===== src/rtl/uart_char_rx.sv =====
// uart_char_rx: oversampled 8N1-style UART receiver with 3-sample majority vote,
// start-glitch rejection and framing-error detection.
//   i_clk       system clock
//   i_rst       asynchronous active-high reset
//   i_rx        raw serial line, idle high, asynchronous to i_clk
//   i_baud      one-cycle pulse at OVERSAMPLE x baud rate
//   o_char      last correctly framed character, held until the next one
//   o_finished  one-cycle strobe, o_char was updated
//   o_frame_err one-cycle strobe, stop bit sampled low
//   o_busy      high whenever the receiver is not idle
module uart_char_rx #(
    parameter int OVERSAMPLE = 16,
    parameter int DATA_BITS  = 8
) (
    input  logic                 i_clk,
    input  logic                 i_rst,
    input  logic                 i_rx,
    input  logic                 i_baud,
    output logic [DATA_BITS-1:0] o_char,
    output logic                 o_finished,
    output logic                 o_frame_err,
    output logic                 o_busy
);
    localparam int M  = OVERSAMPLE / 2;
    localparam int SW = $clog2(OVERSAMPLE);
    localparam int BW = (DATA_BITS > 1) ? $clog2(DATA_BITS) : 1;
    localparam logic [SW-1:0] S_VOTE = SW'(M + 1);
    localparam logic [SW-1:0] S_LAST = SW'(OVERSAMPLE - 1);
    localparam logic [BW-1:0] B_LAST = BW'(DATA_BITS - 1);

    typedef enum logic [2:0] {IDLE, START, DATA, STOP, BRK} state_t;

    state_t                 state_q, state_d;
    logic                   meta_q, rx_s_q;
    logic [1:0]             hist_q;
    logic [SW-1:0]          s_q, s_d;
    logic [BW-1:0]          b_q, b_d;
    logic [DATA_BITS-1:0]   shift_q, shift_d;
    logic [DATA_BITS-1:0]   char_q, char_d;
    logic                   fin_q, fin_d;
    logic                   err_q, err_d;
    logic                   vote;

    // hist_q holds the samples from the two previous ticks, so at s=M+1 it
    // carries the s=M-1 and s=M samples alongside the live one.
    assign vote = (hist_q[1] & hist_q[0]) | (hist_q[1] & rx_s_q) | (hist_q[0] & rx_s_q);

    always_ff @(posedge i_clk or posedge i_rst) begin
        if (i_rst) begin
            meta_q  <= 1'b1;
            rx_s_q  <= 1'b1;
            hist_q  <= 2'b11;
            state_q <= IDLE;
            s_q     <= '0;
            b_q     <= '0;
            shift_q <= '0;
            char_q  <= '0;
            fin_q   <= 1'b0;
            err_q   <= 1'b0;
        end else begin
            meta_q  <= i_rx;
            rx_s_q  <= meta_q;
            if (i_baud) hist_q <= {hist_q[0], rx_s_q};
            state_q <= state_d;
            s_q     <= s_d;
            b_q     <= b_d;
            shift_q <= shift_d;
            char_q  <= char_d;
            fin_q   <= fin_d;
            err_q   <= err_d;
        end
    end

    always_comb begin
        state_d = state_q;
        s_d     = s_q;
        b_d     = b_q;
        shift_d = shift_q;
        char_d  = char_q;
        fin_d   = 1'b0;
        err_d   = 1'b0;
        if (i_baud) begin
            s_d = s_q + 1'b1;
            case (state_q)
                IDLE: begin
                    // the detecting tick is s=0 of the start bit
                    state_d = rx_s_q ? IDLE : START;
                    s_d     = rx_s_q ? '0 : SW'(1);
                end
                START: begin
                    if (s_q == S_VOTE && vote) begin
                        state_d = IDLE;
                        s_d     = '0;
                    end else if (s_q == S_LAST) begin
                        state_d = DATA;
                        s_d     = '0;
                        b_d     = '0;
                    end
                end
                DATA: begin
                    if (s_q == S_VOTE) shift_d = {vote, shift_q[DATA_BITS-1:1]};
                    if (s_q == S_LAST) begin
                        s_d     = '0;
                        b_d     = b_q + 1'b1;
                        state_d = (b_q == B_LAST) ? STOP : DATA;
                    end
                end
                STOP: begin
                    // decide mid stop bit so the next start edge is caught early
                    if (s_q == S_VOTE) begin
                        state_d = vote ? IDLE : BRK;
                        char_d  = vote ? shift_q : char_q;
                        fin_d   = vote;
                        err_d   = !vote;
                        s_d     = '0;
                    end
                end
                BRK: begin
                    s_d     = '0;
                    state_d = rx_s_q ? IDLE : BRK;
                end
                default: state_d = IDLE;
            endcase
        end
    end

    assign o_char      = char_q;
    assign o_finished  = fin_q;
    assign o_frame_err = err_q;
    assign o_busy      = (state_q != IDLE);
endmodule


===== config.mk =====
export PLATFORM = sky130hd
export DESIGN_NAME = uart_char_rx
export DESIGN_NICKNAME = d
export VERILOG_FILES = /design/src/rtl/uart_char_rx.sv
export SDC_FILE = /design/constraint.sdc
export NUM_CORES = 1
export LEC_CHECK = 0
export CORE_MARGIN = 2
export CORE_UTILIZATION = 50
export DETAILED_ROUTE_END_ITERATION = 8
export GPL_ROUTABILITY_DRIVEN = 1
export PLACE_DENSITY = 0.74
export SLEW_MARGIN = 30
export SYNTH_ARGS = -nofsm -noshare
export SYNTH_HDL_FRONTEND = slang
export SYNTH_SLANG_ARGS = --single-unit

===== constraint.sdc =====
create_clock -name i_clk -period 1.83 [get_ports i_clk]
set_clock_uncertainty 0.2 [all_clocks]
set_input_delay 0.183 -clock i_clk [delete_from_list [all_inputs] [get_ports i_clk]]
set_output_delay 0.183 -clock i_clk [all_outputs]
set_load 0.05 [all_outputs]

* After elaboration in Yosys (flattened, before gate mapping)
Cells that the tools add are included.
** Cells by class
- Add/sub/neg operators :: 2
- Equal/unequal tests :: 12
- Multiplexer cells :: 24
- Bitwise logic cells :: 5
- Reductions and logical operators :: 9
** Operators by type and width (count)
- 3-bit two-way mux :: 9
- 4-bit case mux with 5 select lines :: 1
- 3-bit case mux with 5 select lines :: 1
- 4-bit two-way mux :: 3
- 1-bit two-way mux :: 9
- 4-bit == test (second input constant) :: 2
- 2-bit inequality test (second input constant) :: 4
- 4-bit AND reduction :: 2
- 3-bit by 2-bit == test with 1-bit output (second input constant) :: 2
- 3-bit == test (second input constant) :: 2
- 3-bit case mux with 2 select lines :: 1
- 5-bit AND reduction :: 1
- 4-bit by 1-bit adder with 4-bit output (second input constant) :: 1
- 3-bit by 1-bit adder with 3-bit output (second input constant) :: 1
- 1-bit AND :: 3
- 3-bit by 1-bit == test with 1-bit output (second input constant) :: 1
- 3-bit zero test :: 1
- 3-bit inequality test (second input constant) :: 1
- 3-bit AND reduction :: 1
- 3-bit nonzero test :: 1
- 1-bit OR :: 2
- 2-bit nonzero test :: 1
- 1-bit logical AND :: 1
- 1-bit zero test :: 1
** Storage, ports and cells
- Register bits :: 32
- Bits of input ports :: 4
- Output and inout bits :: 11
- Word-level logic and storage cells :: 62

* Depth between registers and ports, before layout
Gate-level depths: netlist of run 1.
- Depth after elaboration :: 7
- Depth in mapped cells :: 7
- Gate-level depth less buffers :: 6

* Worst setup path before layout of run 1
Ideal clock, no wire load.
- Path type :: flip-flop to flip-flop
- Start :: register s_q[0]
- End :: register s_q[3]
- Library setup time :: 0.090 ns
- Arrival :: 1.531 ns
- Required time :: 1.540 ns
- Slack :: 0.009 ns
- Cell stages (with the launch flop) :: 6
- Path buffers :: 0
- Period minus slack after synthesis :: 1.821 ns
- Cells stage by stage :: dfrtp_1 -> ha_1 -> and3_2 -> a21oi_1 -> or4b_1 -> o221ai_1
** On the way
- Word-level cells in the longest chain between the ends :: 4
- Elaborated cells between the ends (all ways) :: 8
- Those cells by class :: add/sub: 1; eq/ne: 2; mux: 4; reduce/logical: 1
** Ends and longest elaborated chain
- start, declared :: RTL line 36 : logic [SW-1:0] s_q, s_d;
- start signal, assigned :: RTL line 54 : s_q <= '0;
- start signal, assigned :: RTL line 65 : s_q <= s_d;
- 4-bit by 1-bit adder with 4-bit output, or another cell as far along :: RTL line 83 : s_d = s_q + 1'b1;
- 4-bit two-way mux or 1-bit logical AND (tied branches) :: RTL line 94, 102, 91
- 4-bit two-way mux :: RTL line 91 : if (s_q == S_VOTE && vote) begin
- 4-bit case mux with 5 select lines (*) :: RTL line 84 : case (state_q)
Every way passes the cells marked *; elsewhere a longest branch is shown, timed or not.
A chain may end at the register's enable or synchronous reset.

* Final worst setup path of run 1
- Start :: register s_q[1]
- End :: register char_q[4], in the netlist o_char[4]
** On the way
- Word-level cells in the longest chain between the ends :: 2
** Ends and longest elaborated chain
- 4-bit == test :: RTL line 110 : if (s_q == S_VOTE) begin
- 4-bit AND reduction (no source line)
- end signal, assigned :: RTL line 68 : char_q <= char_d;
- end, declared :: RTL line 39 : logic [DATA_BITS-1:0] char_q, char_d;
No other way between the ends.

==> impl_results.rst, run 1 <==
.. list-table::
   :header-rows: 1

   * - Metric
     - Value
   * - Final design utilization
     - 69.2%
   * - Sink count of the clock tree
     - 32
   * - Most numerous cell types in the synthesized netlist
     - sky130_fd_sc_hd__dfrtp_1, sky130_fd_sc_hd__mux2_2, sky130_fd_sc_hd__nand2_1, sky130_fd_sc_hd__nand3_1, sky130_fd_sc_hd__o21ai_0
   * - Least setup slack across all paths after layout
     - -77.2 ps
   * - Number of standard cells after synthesis
     - 128
   * - Required time of the critical path
     - 1850 ps
   * - Pin count of the biggest net entering global routing
     - 33
   * - VDD IR max
     - 0.651 mV
   * - Number of fill cells
     - 203
   * - Kind of cell adding the most delay to the critical path
     - simple AND/OR/NAND/NOR gates
   * - Maximum operating frequency
     - 0.524 GHz
   * - # diodes
     - 0
   * - Cell chosen for the clock root
     - sky130_fd_sc_hd__clkbuf_4
   * - Overflow left after global routing
     - 0
   * - Synth Net Count
     - 136
   * - Synth area leaders
     - sky130_fd_sc_hd__dfrtp_1, sky130_fd_sc_hd__mux2_2, sky130_fd_sc_hd__dfstp_2
   * - Highest fanout seen on the critical path
     - 8
   * - Worst setup path class
     - register to register
   * - Yosys reg bits
     - 32
   * - Violated checks
     - setup timing
   * - Crit path arrival time
     - 1930 ps
   * - Clock latency of the later-clocked register in the worst-skew pair
     - 330 ps
   * - Via count
     - 1122
   * - Area leader, netlist
     - sky130_fd_sc_hd__dfrtp_1
   * - Number of slew-limit violations in the final report
     - 0
   * - Number of H-tree branching levels
     - 2
   * - Area growth syn-to-layout
     - 28.6%
   * - Critical Path End Type
     - register
   * - Violation count after the first detailed-routing iteration
     - 32
   * - Distinct cells, synth
     - 38
   * - WP buf/inv
     - 1
   * - Netlist area before placement
     - 1510 um2
   * - Placed wire-length estimate after detailed placement
     - 2060 um
   * - Share of synthesized area occupied by flip-flops and latches
     - 53.4%
   * - Most common cell in the synthesized netlist
     - sky130_fd_sc_hd__dfrtp_1
   * - Slowest cell on the critical path
     - sky130_fd_sc_hd__dfrtp_1
   * - Number of failing setup endpoints in the final timing report
     - 9
   * - Maximum Capacitance Violations
     - 0
   * - Cell Count Post-Placement
     - 183
   * - Cells traversed along the worst timing path
     - inv_1, ha_2, and3b_2, and3_4, nand3_4, mux2_4
   * - Proportion of synthesized flip-flops having asynchronous set or reset
     - 100%
   * - Clock tree from TritonCTS
     - done
   * - Total Nets Final
     - 177
   * - Mean area per synthesized cell
     - 11.8 um2
   * - Initial antenna violation count
     - 0
   * - Path type of the worst min-delay path
     - primary input to asynchronous set/reset pin
   * - Total wirelength of the detailed-routed design
     - 3030 um
   * - Vias per cell
     - 5.58
   * - Leakage Power
     - 0.000976 uW
   * - Hold Violations, Final
     - 0
   * - DRC violations left
     - 0
   * - Transition at the pin with the smallest max-transition slack
     - 434 ps
   * - Most used flip-flop cell after synthesis
     - sky130_fd_sc_hd__dfrtp_1
   * - Number of buffer cells added on primary ports
     - 14
   * - Post-Layout Cell Count
     - 201
   * - Count of hold buffers inserted by post-cts repair
     - 0
   * - Clock transition at the registers of the reported paths
     - 100 ps
   * - Starting utilization of the core area
     - 53.8%
   * - YS warnings
     - 0
   * - CTS max path bufs
     - 2
   * - Worst stage delay on the critical path
     - 420 ps
   * - # rows
     - 19
   * - RSZ-0062 raised after global routing
     - true
   * - Proportion of layout cells with a drive suffix above 1
     - 47.1%
   * - Pwr per Cell Area
     - 1180 nW/um2
   * - Total design power
     - 2300 uW
   * - Die Height
     - 59.0 um
   * - Remaining antenna violation count after routing
     - 0
   * - Number of global-route vias before repair
     - 1095
   * - Startpoint Class
     - register
   * - Wire length of the first global-routing pass
     - 4970 um
   * - Top-Level Pins
     - 15
   * - Share of the clock period used by the worst path after layout
     - 104%
   * - Overall die area
     - 3480 um2
   * - Number of CTS-inserted buffers
     - 5
   * - Final Critical Period
     - 1910 ps
   * - Max transition margin
     - 70.9%
   * - Top-area cell type share of the netlist area
     - 46.4%
   * - Area of the core region
     - 2810 um2
   * - Placer's final routability congestion estimate
     - 0.882
   * - Number of enable flip-flop cells after synthesis
     - 0
   * - Width of the die
     - 59.0 um
   * - Routed wire per std cell
     - 15.1 um
   * - 1st-pass router iterations
     - 5
   * - Run status
     - finished with violations
   * - GR Util All Layers
     - 19.5%
[where the power goes]
| part | leakage (uW) | internal [uW] | total [uW] | switching [uW] |
|---|---|---|---|---|
| clock network | 0.0000412 | 285 | 527 | 242 |
| registers | 0.000416 | 803 | 892 | 88.0 |
| logic | 0.000519 | 446 | 881 | 435 |
[registers in the layout, summed over array words and instances, names as in the netlist]
name         flops
o_finished       1
s_q              4
b_q              3
o_char           8
o_frame_err      1
state_q          3
shift_q          8
meta_q           1
hist_q           2
rx_s_q           1
[layout make-up]
class / instances / area, um2 / area share, %
clock buffers: 5 / 37.5 / 1.93
clock inverters: 3 / 42.5 / 2.19
inverters: 6 / 22.5 / 1.16
multi-input cells: 84 / 671 / 34.5
flip-flops and latches: 32 / 807 / 41.6
well taps: 31 / 38.8 / 2.00
repair buffers: 40 / 323 / 16.6
[worst reg2reg max path, cell delays in order (launching register included)]
cell,delay (ps)
sky130_fd_sc_hd__dfrtp_1,420
sky130_fd_sc_hd__inv_1,80
sky130_fd_sc_hd__ha_2,170
sky130_fd_sc_hd__and3b_2,270
sky130_fd_sc_hd__and3_4,220
sky130_fd_sc_hd__nand3_4,120
sky130_fd_sc_hd__mux2_4,330
[stage by stage]
step	hold slack [ps]	TNS, ps	worst slack, ps	instance area (um2)
4_1_cts	15.0	-21.1	-18.1	1860
2_1_floorplan	-12.5	0	8.78	1510
3_3_place_gp	149	-2.30	-2.30	1740
3_5_place_dp	150	-610	-55.4	1740
5_1_grt	48.3	-967	-113	1940
6_report	11.1	-437	-77.2	1940
[what timing repair did]
action / in CTS / in global routing
setup buffers: 3 / 7
pin swaps: 2 / 1
gates resized for setup: 6 / 6
gates cloned: 0 / 0
setup endpoints to repair: 18 / 20
[worst paths after layout]
path / slack, ps / startpoint / cells after the start / to
setup / recovery: -80 / s_q[1] / 6 / o_char[4]
hold / removal: 10 / i_rst / 3 / s_q[0]
setup reg to reg: -80 / s_q[1] / 6 / o_char[4]
hold reg to reg: 170 / meta_q / 0 / rx_s_q
max in group asynchronous: 1090 / i_rst / 3 / rx_s_q
min in group i_clk: 60 / i_rx / 1 / meta_q
[logic make-up (layout without fill, tap and decap cells)]
logic type | after synthesis | count (layout) | synth area share, %
AND/OR/NAND/NOR | 41 | 41 | 16.5
flip-flops | 32 | 32 | 53.4
adder cells (fa/ha/maj) | 5 | 5 | 3.98
buffers and inverters | 12 | 54 | 4.06
AO/OA/AOI/OAI | 20 | 20 | 8.70
multiplexers | 18 | 18 | 13.4
[placed cells by master (no fill, tap or decap), types with 2 or more instances in the layout]
master and n:
sky130_fd_sc_hd__a31oi_1 2, sky130_fd_sc_hd__buf_4 34, sky130_fd_sc_hd__buf_6 2, sky130_fd_sc_hd__clkbuf_4 5
sky130_fd_sc_hd__clkdlybuf4s50_1 3, sky130_fd_sc_hd__dfrtp_1 27, sky130_fd_sc_hd__dfstp_2 4, sky130_fd_sc_hd__ha_1 3
sky130_fd_sc_hd__inv_1 6, sky130_fd_sc_hd__mux2_2 17, sky130_fd_sc_hd__nand2_1 8, sky130_fd_sc_hd__nand3_1 8
sky130_fd_sc_hd__nor2_1 6, sky130_fd_sc_hd__nor2b_1 3, sky130_fd_sc_hd__o211ai_1 3, sky130_fd_sc_hd__o21ai_0 8
[metal layers]
metal	global-route usage, %	vias up	share of wire [%]
met5	0	-	0
met4	8.44	0	1.8
met3	5.93	6	4.8
met2	30.3	26	50
met1	25.1	551	43
li1	-	539	-
Note: power is estimated with default switching activity, not from simulation.
==> inputs of run 2 (changes only) <==
- PLACE_DENSITY: 0.74 -> 0.75
==> run 2 against run 1 <==
The run still ends with setup timing left. Largest power group unchanged. Clock-buffer cell count increased by 1. Global-route usage down 0.066 points. Largest cell class unchanged. Sequential power is 2.8% higher. Sequential cell count is the same. Via count increased by 0.71%. Non-clock buffer count fell by 7. Critical path type unchanged. Total power increased by 1.2%.
==> impl_results.rst, run 2 (same netlist as run 1, synthesis figures left out) <==
.. list-table::
   :header-rows: 1

   * - Metric
     - Value
   * - # diodes
     - 0 (unchanged)
   * - Clock transition at the registers of the reported paths
     - 100 ps (about the same)
   * - Worst setup path endpoint
     - s_q[1]
   * - Highest-count cells in the layout ignoring fill and taps
     - sky130_fd_sc_hd__dfrtp_1, sky130_fd_sc_hd__buf_4, sky130_fd_sc_hd__mux2_2
   * - Crit path arrival time
     - 1900 ps (-30 ps)
   * - Highest fanout seen on the critical path
     - 4 (-4)
   * - Total wirelength of the detailed-routed design
     - 3100 um (+2.2%)
   * - Routed wire per std cell
     - 16.0 um (+5.9%)
   * - Maximum operating frequency
     - 0.538 GHz (+2.7%)
   * - Placer's final routability congestion estimate
     - 0.894 (+1.3%)
   * - Starting utilization of the core area
     - 53.8% (unchanged)
   * - Leakage Power
     - 0.000957 uW (-1.9%)
   * - Max transition margin
     - 72.4% (+1.5 points)
   * - Top-Level Pins
     - 15 (unchanged)
   * - Final design utilization
     - 69.4% (+0.18 points)
   * - Placed wire-length estimate after detailed placement
     - 2010 um (-2.4%)
   * - Maximum Capacitance Violations
     - 0 (unchanged)
   * - Cell depth of the worst flop-to-flop path
     - 6 (unchanged)
   * - Initial antenna violation count
     - 0 (unchanged)
   * - RSZ-0062 raised after global routing
     - true
   * - Worst stage delay on the critical path
     - 430 ps (about the same)
   * - Critical register-to-register path startpoint
     - s_q[0]
   * - Int Pwr
     - 1520 uW (-0.68%)
   * - Final Instance Area
     - 1950 um2 (+0.26%)
   * - Remaining antenna violation count after routing
     - 0 (unchanged)
   * - Kind of cell adding the most delay to the critical path
     - flip-flops
   * - Commonest non-fill, non-tap cell in the layout
     - sky130_fd_sc_hd__dfrtp_1
   * - Critical Path End Type
     - register
   * - Worst setup path class
     - register to register
   * - Die Height
     - 59.0 um (unchanged)
   * - Share of the clock period used by the worst path after layout
     - 102% (-2.7 points)
   * - Vias per cell
     - 5.82 (+4.3%)
   * - Combinational Power Share
     - 38.4% (about the same)
   * - Transition at the pin with the smallest max-transition slack
     - 412 ps (-22.3 ps)
   * - Number of H-tree branching levels
     - 2 (unchanged)
   * - Area of the core region
     - 2810 um2 (unchanged)
   * - Number of buffer cells added on primary ports
     - 14 (unchanged)
   * - Reg-to-reg setup timing slack
     - -30 ps (+50 ps)
   * - Cell chosen for the clock root
     - sky130_fd_sc_hd__clkbuf_4
   * - GR Util All Layers
     - 19.4% (-0.066 points)
   * - Hold Violations, Final
     - 0 (unchanged)
   * - Slowest cell on the critical path
     - sky130_fd_sc_hd__dfrtp_1
   * - Run status
     - finished with violations
   * - 1st-pass router iterations
     - 4 (-1)
   * - Sw Pwr
     - 803 uW (+4.9%)
   * - Proportion of power drawn by the clock network
     - 22.2% (-0.7 points)
   * - Overall die area
     - 3480 um2 (unchanged)
   * - Least setup slack across all paths after layout
     - -27.5 ps (+49.7 ps)
   * - Total Nets Final
     - 170 (-4.0%)
   * - Proportion of layout cells with a drive suffix above 1
     - 48.5% (+1.4 points)
   * - Area growth syn-to-layout
     - 28.9%
   * - Hold Slack
     - 25.5 ps (+14.4 ps)
   * - Pin count of the biggest net entering global routing
     - 33 (unchanged)
   * - Number of slew-limit violations in the final report
     - 0 (unchanged)
   * - Width of the die
     - 59.0 um (unchanged)
   * - Relative contribution of sequential cells to total power
     - 39.4% (+0.6 points)
   * - Capture instance of the worst register-to-register path
     - s_q[1]
   * - Final Critical Period
     - 1860 ps (-49.7 ps)
   * - Number of logic stages on the critical path including buffering
     - 6 (unchanged)
   * - Required time of the critical path
     - 1870 ps (+20 ps)
   * - Via count
     - 1130 (+0.71%)
   * - DRC violations left
     - 0 (unchanged)
   * - Dpl ws
     - -85.1 ps (-29.7 ps)
   * - VDD IR max
     - 0.767 mV (+18%)
   * - Clock tree from TritonCTS
     - done
   * - Number of failing setup endpoints in the final timing report
     - 3 (-6)
   * - Sink count of the clock tree
     - 32 (unchanged)
   * - Overflow left after global routing
     - 0 (unchanged)
   * - Fin Setup TNS
     - -37.2 ps (+400 ps)
   * - Total placed instance area
     - 1720 um2 (-1.3%)
   * - CTS max path bufs
     - 2 (unchanged)
   * - # rows
     - 19 (unchanged)
   * - Number of global-route vias before repair
     - 1031 (-5.8%)
   * - Startpoint Class
     - register
   * - Path type of the worst min-delay path
     - primary input to asynchronous set/reset pin
   * - Clock latency of the later-clocked register in the worst-skew pair
     - 330 ps (about the same)
   * - Cells traversed along the worst timing path
     - ha_2, and3b_2, buf_6, a32oi_4, nand3_2, o31ai_4
   * - Wire length of the first global-routing pass
     - 4770 um (-4.0%)
   * - Critical Path Start
     - s_q[0]
   * - Number of CTS-inserted buffers
     - 5 (unchanged)
   * - Pwr per Cell Area
     - 1190 nW/um2 (+0.91%)
   * - WP buf/inv
     - 1 (unchanged)
   * - Violation count after the first detailed-routing iteration
     - 44 (+38%)
   * - Net Sw Frac
     - 34.5% (+1.2 points)
   * - Violated checks
     - setup timing
## run 2: tightest hold or removal path, delay by kind of cell
family | cells | cell delay, ps
buffers and inverters | 3 | 800
## run 2: final cells by class
class	count	area [um2]
Tap cell	31	38.8
Clock buffer	6	41.3
Fill cell	197	858
Sequential cell	32	807
Multi-Input combinational cell	84	724
Inverter	6	22.5
Clock inverter	2	35.0
Timing Repair Buffer	33	278
## run 2: timing repair
action | in CTS | in global routing
resized for setup | 13 | 12
pin swaps | 6 | 7
setup buffers | 3 | 3
setup endpoints to repair | 13 | 20
hold buffers | 0 | 0
## run 2: routing by layer
| metal | vias to the layer above | global-route usage [%] | share of wire, % |
|---|---|---|---|
| met2 | 28 | 32.1 | 51 |
| li1 | 530 | - | - |
| met4 | 0 | 10.4 | 3.1 |
| met1 | 563 | 22.3 | 41 |
| met5 | - | 0 | 0 |
| met3 | 9 | 6.15 | 4.5 |
## run 2: power by group through the flow
| stage | registers [uW] | logic [uW] | clock network, uW |
|---|---|---|---|
| 2_1_floorplan | 895 | 455 | 0 |
| 3_3_place_gp | 931 | 592 | 0 |
| 3_5_place_dp | 940 | 613 | 0 |
| 4_1_cts | 908 | 732 | 531 |
| 5_1_grt | 929 | 969 | 554 |
| 6_report | 917 | 893 | 517 |
## run 2: metrics by stage
step	total power [uW]	std cells
after floorplan	1350	128
after global placement	1520	180
after detailed placement	1550	180
after CTS	2170	191
after global routing	2450	194
final	2330	194
## run 2: worst min path at each step
stage          startpoint    endpoint  slack, ps  cells after the start
2_1_floorplan        i_rx      meta_q        -10                      0
3_3_place_gp       meta_q      rx_s_q        150                      0
3_5_place_dp       meta_q      rx_s_q        150                      0
4_1_cts             i_rst      b_q[2]         40                      3
5_1_grt             i_rst  shift_q[0]         60                      3
6_report            i_rst   o_char[2]         30                      3
